--- src/rtl/arb_pkg.sv ---
// Purpose: shared types, constants and grant helpers for the arbiter dispatch stage.
// Latency: n/a (package only).
// Backpressure: n/a (package only).
package arb_pkg;

    localparam int NREQ = 4;
    localparam int DW   = 8;
    localparam int IDXW = $clog2(NREQ);

    typedef enum logic [1:0] {
        IDLE  = 2'd0,
        XFER  = 2'd1,
        DRAIN = 2'd2
    } state_e;

    // Index of the highest set bit; only meaningful when the input is one-hot.
    function automatic logic [IDXW-1:0] onehot_to_idx(input logic [NREQ-1:0] oh);
        logic [IDXW-1:0] idx;
        idx = '0;
        for (int i = 0; i < NREQ; i++) begin
            if (oh[i]) begin
                idx = IDXW'(i);
            end
        end
        return idx;
    endfunction

    // Non-zero with no second bit set: clearing the lowest set bit leaves zero.
    function automatic logic is_onehot(input logic [NREQ-1:0] v);
        return (v != '0) && ((v & (v - NREQ'(1))) == '0);
    endfunction

endpackage

--- src/rtl/arb_out_reg.sv ---
// Purpose: one-entry registered sink slot holding data, source index and last flag.
// Latency: one cycle from load_i to vld_o.
// Backpressure: contents held until the owner asserts clr_i; load_i has priority over clr_i.
//
// Ports:
//   clk, rst          rising-edge clock, synchronous active-high reset
//   load_i            capture dat_i/src_i/last_i and set vld_o
//   clr_i             drop vld_o (payload kept, it is don't-care while invalid)
//   dat_i/src_i/last_i incoming beat fields
//   vld_o/dat_o/src_o/last_o registered beat presented to the sink
module arb_out_reg #(
    parameter int DW = 8,
    parameter int SW = 2
) (
    input  logic          clk,
    input  logic          rst,
    input  logic          load_i,
    input  logic          clr_i,
    input  logic [DW-1:0] dat_i,
    input  logic [SW-1:0] src_i,
    input  logic          last_i,
    output logic          vld_o,
    output logic [DW-1:0] dat_o,
    output logic [SW-1:0] src_o,
    output logic          last_o
);

    logic          vld_q;
    logic [DW-1:0] dat_q;
    logic [SW-1:0] src_q;
    logic          last_q;

    always_ff @(posedge clk) begin
        if (rst) begin
            vld_q  <= 1'b0;
            dat_q  <= '0;
            src_q  <= '0;
            last_q <= 1'b0;
        end else if (load_i) begin
            vld_q  <= 1'b1;
            dat_q  <= dat_i;
            src_q  <= src_i;
            last_q <= last_i;
        end else if (clr_i) begin
            vld_q  <= 1'b0;
        end
    end

    assign vld_o  = vld_q;
    assign dat_o  = dat_q;
    assign src_o  = src_q;
    assign last_o = last_q;

endmodule

--- src/rtl/arb_grant_dispatch.sv ---
// Purpose: lock onto the arbiter's one-hot winner and forward its burst to one shared sink.
// Latency: grant seen at edge N, in_ready at N+1, first out_valid at N+2; one beat/cycle sustained.
// Backpressure: sink stall holds the output slot and drops in_ready[src] until out_ready returns.
//
// Ports:
//   clk, rst      rising-edge clock, synchronous active-high reset
//   gnt           one-hot grant from the arbiter, sampled only while idle
//   in_valid/in_data/in_last/in_ready  per-requester beat handshake (requester i at bits [i*DW +: DW])
//   out_valid/out_data/out_src/out_last/out_ready  registered sink handshake
//   busy          a burst is locked (state not IDLE)
//   gnt_err       sticky: a multi-hot grant was seen while idle
module arb_grant_dispatch
    import arb_pkg::*;
#(
    parameter int DW        = arb_pkg::DW,
    parameter int NREQ      = arb_pkg::NREQ,
    parameter int MAX_BEATS = 4,
    parameter int SW        = $clog2(NREQ),
    parameter int BW        = (MAX_BEATS > 1) ? $clog2(MAX_BEATS) : 1
) (
    input  logic               clk,
    input  logic               rst,
    input  logic [NREQ-1:0]    gnt,
    input  logic [NREQ-1:0]    in_valid,
    input  logic [NREQ*DW-1:0] in_data,
    input  logic [NREQ-1:0]    in_last,
    output logic [NREQ-1:0]    in_ready,
    output logic               out_valid,
    output logic [DW-1:0]      out_data,
    output logic [SW-1:0]      out_src,
    output logic               out_last,
    input  logic               out_ready,
    output logic               busy,
    output logic               gnt_err
);

    state_e         state_q, state_d;
    logic [SW-1:0]  src_q, src_d;
    logic [BW-1:0]  beat_cnt_q, beat_cnt_d;
    logic           gnt_err_q, gnt_err_d;

    logic [NREQ-1:0] rdy;
    logic            accept;
    logic            load;
    logic            clr;
    logic            beat_last;

    logic            sel_vld;
    logic [DW-1:0]   sel_dat;
    logic            sel_last;

    // Mux of the locked requester; src_q only changes in IDLE so this is stable for a burst.
    assign sel_vld  = in_valid[src_q];
    assign sel_dat  = in_data[src_q*DW +: DW];
    assign sel_last = in_last[src_q];

    always_comb begin
        state_d    = state_q;
        src_d      = src_q;
        beat_cnt_d = beat_cnt_q;
        gnt_err_d  = gnt_err_q;
        rdy        = '0;
        accept     = 1'b0;
        load       = 1'b0;
        clr        = 1'b0;
        // A burst closes on the requester's marker or when the beat budget is used up.
        beat_last  = sel_last || (beat_cnt_q == BW'(MAX_BEATS - 1));

        case (state_q)
            IDLE: begin
                if (is_onehot(gnt)) begin
                    src_d      = onehot_to_idx(gnt);
                    beat_cnt_d = '0;
                    state_d    = XFER;
                end else if (gnt != '0) begin
                    gnt_err_d  = 1'b1;
                end
            end
            XFER: begin
                // Slot is free if empty or being drained this cycle, so back-to-back beats flow.
                rdy[src_q] = !out_valid || out_ready;
                accept     = sel_vld && rdy[src_q];
                if (accept) begin
                    load       = 1'b1;
                    beat_cnt_d = beat_cnt_q + BW'(1);
                    if (beat_last) begin
                        state_d = DRAIN;
                    end
                end else if (out_valid && out_ready) begin
                    clr = 1'b1;
                end
            end
            DRAIN: begin
                if (!out_valid || out_ready) begin
                    clr     = 1'b1;
                    state_d = IDLE;
                end
            end
            default: begin
                state_d = IDLE;
            end
        endcase
    end

    always_ff @(posedge clk) begin
        if (rst) begin
            state_q    <= IDLE;
            src_q      <= '0;
            beat_cnt_q <= '0;
            gnt_err_q  <= 1'b0;
        end else begin
            state_q    <= state_d;
            src_q      <= src_d;
            beat_cnt_q <= beat_cnt_d;
            gnt_err_q  <= gnt_err_d;
        end
    end

    arb_out_reg #(
        .DW (DW),
        .SW (SW)
    ) u_out_reg (
        .clk    (clk),
        .rst    (rst),
        .load_i (load),
        .clr_i  (clr),
        .dat_i  (sel_dat),
        .src_i  (src_q),
        .last_i (beat_last),
        .vld_o  (out_valid),
        .dat_o  (out_data),
        .src_o  (out_src),
        .last_o (out_last)
    );

    assign in_ready = rdy;
    assign busy     = (state_q != IDLE);
    assign gnt_err  = gnt_err_q;

endmodule

--- config.mk ---
export PLATFORM = sky130hd
export DESIGN_NAME = arb_grant_dispatch
export DESIGN_NICKNAME = d
export VERILOG_FILES = /design/src/rtl/arb_pkg.sv /design/src/rtl/arb_out_reg.sv /design/src/rtl/arb_grant_dispatch.sv
export SDC_FILE = /design/constraint.sdc
export NUM_CORES = 1
export LEC_CHECK = 0
export CAP_MARGIN = 40
export CORE_MARGIN = 10
export CORE_UTILIZATION = 36
export CTS_CLUSTER_SIZE = 20
export DETAILED_ROUTE_END_ITERATION = 6
export GPL_TIMING_DRIVEN = 0
export PLACE_DENSITY_LB_ADDON = 0.2
export SYNTH_ARGS = -nofsm -noshare
export SYNTH_HDL_FRONTEND = slang
export SYNTH_SLANG_ARGS = --single-unit
--- constraint.sdc ---
create_clock -name clk -period 1.65 [get_ports clk]
set_clock_uncertainty 0.1 [all_clocks]
set_input_delay 0.33 -clock clk [delete_from_list [all_inputs] [get_ports clk]]
set_output_delay 0.33 -clock clk [all_outputs]
set_load 0.01 [all_outputs]
==> flow_summary.ini <==
[cells_and_area]
layout_common_cells = clkdlybuf4s50_1, dfxtp_1, nand2_1
fin_cells = 255
diodes = 0
drive_above_1_share_pct = 34.45
fin_nets = 261
area_growth_pct = 72.12
layout_commonest_cell = clkdlybuf4s50_1
post-route-util_pct = 65.19

[pwr]
powerDensity_nw_per_um2 = 871.9
ir_drop_mv = 0.4640
p_leak_nw = 0.9936

[timing]
rsz0062_at_grt = true
slew_viol_final = 0
tns_ns = -0.2537
tightest_slew_ns = 0.4805
period_share_pct = 105.8
setup-violations-final = 5
hold_viol = 0
slew_headroom_pct = 67.97
worst_slack_ns = -0.09518
finalCriticalPeriod_ns = 1.745
max_freq_ghz = 0.5730

[drt]
wl_um = 4428
vias_per_cell = 5.098
drtIter0Drc = 66
vias = 1300
wl_per_cell_um = 17.36
first_pass_iters = 4
drtAntennaViolNets = 0
drc = 0

[clock_tree]
clock_sinks = 19
clockBufferDepth = 2
clk_pin_slew_ns = 0.11
htree_levels = 1
root_buffer = clkbuf_4
cts_tree = yes
insertion_delay_ns = 0.31
numCtsBuffers = 3

[synth]
synth.distinct_cells = 36
netlist_area_um2 = 1284
syn_avg_cell_area_um2 = 9.235
syn-num-nets = 190
synthFlopType = dfxtp_1
ys_ff_latch = 19
synth_warnings = 0
yosysSeqAreaShare_pct = 29.63
syn_inst = 139
async_reset_ff_share_pct = 0
synth_edf_count = 0

[setup_path]
worstPathMaxFanout = 4
timing.rr.start = src_q[0]$_SDFFE_PP0P_
cp.required_ns = 1.22
reg2regPathDepth = 5
r2r_setup_slack_ns = 0.01
crit_end = in_ready[0]
crit_arrival_ns = 1.32
slowest_delay_ns = 0.35
critPathKind = flip-flop to output port
critPathLaunchType = flip-flop
cp_cell_sequence = inv_4 > ha_4 > and2_4 > nor3b_4 > buf_2
end_kind = output port
crit_slowest_cell = dfxtp_2
worstReg2RegEnd = u_out_reg.dat_o[5]$_SDFFE_PP0P_
crit_path_start = state_q[1]$_SDFFE_PP0P_

[floorplan]
rows = 21
io_pins = 65
coreArea_um2 = 3390
initial_utilization_pct = 37.87
die_area_um2 = 6354
die_w_um = 79.72
fp.dieH_um = 79.72

[global_route]
antenna_found_initial = 0
grt_start_max_net_pins = 12
grt_pass1_vias = 1396
grtUsageTotal_pct = 13.01
grt-ovfl-total = 0
grt_pass1_wl_um = 6603

[placed_design]
dp_hpwl_um = 3274
gp_congestion = 0.8192
dp_cells = 246
port_buffers = 61

[worst_hold_path]
hp-class = primary input to flip-flop

[flow_run]
max-cap-violations = 0

[status]
outcome = finished, violations left
violations = setup timing
power breakdown:
group          total (mW)  switching, mW  internal [mW]
combinational        1.08          0.505          0.571
clock               0.246          0.155         0.0907
sequential          0.604         0.0684          0.536
worst min-delay path by stage:
stage | start | end | slack, ns | depth (start not counted)
floorplan | beat_cnt_q[1]$_SDFFE_PP0P_ | beat_cnt_q[1]$_SDFFE_PP0P_ | 0.35 | 2
global placement | u_out_reg.dat_o[1]$_SDFFE_PP0P_ | u_out_reg.dat_o[1]$_SDFFE_PP0P_ | 0.34 | 2
detailed placement | gnt_err$_SDFFE_PP0P_ | gnt_err$_SDFFE_PP0P_ | 0.34 | 2
CTS | gnt[2] | src_q[0]$_SDFFE_PP0P_ | 0.30 | 4
global route | gnt[2] | src_q[0]$_SDFFE_PP0P_ | 0.32 | 4
finish | gnt[2] | src_q[0]$_SDFFE_PP0P_ | 0.30 | 4
flip-flops by register name, indices dropped and copies added, names as in the netlist:
register          cells
u_out_reg.dat_o       8
beat_cnt_q            2
src_q                 2
state_q               2
u_out_reg.src_o       2
gnt_err               1
u_out_reg.last_o      1
u_out_reg.vld_o       1
cells by family (layout without fill, tap and decap cells):
| kind of cell | after synthesis | after routing | synth area share, % |
|---|---|---|---|
| fa+ha+maj | 5 | 5 | 4.679 |
| mux | 14 | 14 | 21.35 |
| buf+inv | 17 | 87 | 7.310 |
| simple gates | 54 | 54 | 20.47 |
| flops | 19 | 19 | 29.63 |
| compound gates | 27 | 27 | 14.52 |
| xor+xnor | 3 | 3 | 2.047 |
cell type report:
| class | instances | area, um^2 |
|---|---|---|
| Inverter | 5 | 23.77 |
| Clock buffer | 3 | 22.52 |
| Timing Repair Buffer | 69 | 676.9 |
| Fill cell | 264 | 1180 |
| Multi-Input combinational cell | 103 | 962.2 |
| Buffer | 9 | 71.32 |
| Sequential cell | 19 | 390.4 |
| Clock inverter | 1 | 5.005 |
| Tap cell | 46 | 57.56 |
Yosys cell counts, types with 2 or more instances:
cell type | number | area share, %
nand2_1 | 24 | 7.0
dfxtp_1 | 19 | 30
a21oi_1 | 12 | 4.7
nand2b_1 | 8 | 3.9
nor2_1 | 8 | 2.3
buf_2 | 6 | 2.3
inv_1 | 5 | 1.5
mux4_1 | 5 | 10
a211oi_1 | 4 | 2.3
ha_1 | 4 | 3.9
mux4_2 | 4 | 7.0
buf_6 | 3 | 2.6
clkbuf_1 | 3 | 0.88
mux2i_1 | 3 | 2.3
nor3_1 | 3 | 1.2
xor2_1 | 3 | 2.0
a22oi_1 | 2 | 1.2
and3_1 | 2 | 0.97
mux2_2 | 2 | 1.8
o211ai_1 | 2 | 1.2
or2_2 | 2 | 0.97
metrics by stage:
stage	power (mW)	hold WS (ns)	cell area [um^2]	setup slack, ns
6_report	1.927	0.3048	2210	-0.09518
5_1_grt	2.057	0.3242	2210	-0.1818
4_1_cts	1.812	0.3002	2062	-0.1721
3_5_place_dp	1.475	0.3382	1957	-0.7596
3_3_place_gp	1.442	0.3415	1957	-0.7395
2_1_floorplan	1.117	0.3517	1289	0.008404
per-layer routing:
layer	GRT usage [%]	vias to the layer above	part of all wire, %
li1	-	641	-
met5	0	-	0
met3	4.505	9	4.9
met1	12.39	617	38
met4	4.122	0	2.4
met2	25.16	33	55
critical path, delay by kind of cell, from the launching register on:
family | cells | cell delay (ns)
AND/OR/NAND/NOR | 2 | 0.30
adder cells (fa/ha/maj) | 1 | 0.12
buffers and inverters | 2 | 0.22
flip-flops | 1 | 0.35
timing repair:
action                     CTS  global route
cloned                       1             0
pin swaps                    9            22
setup endpoints to repair   23            30
buffers inserted             5             3
hold buffers                 0             0
resized for setup           42            52
Note: power is estimated with default switching activity, not from simulation.
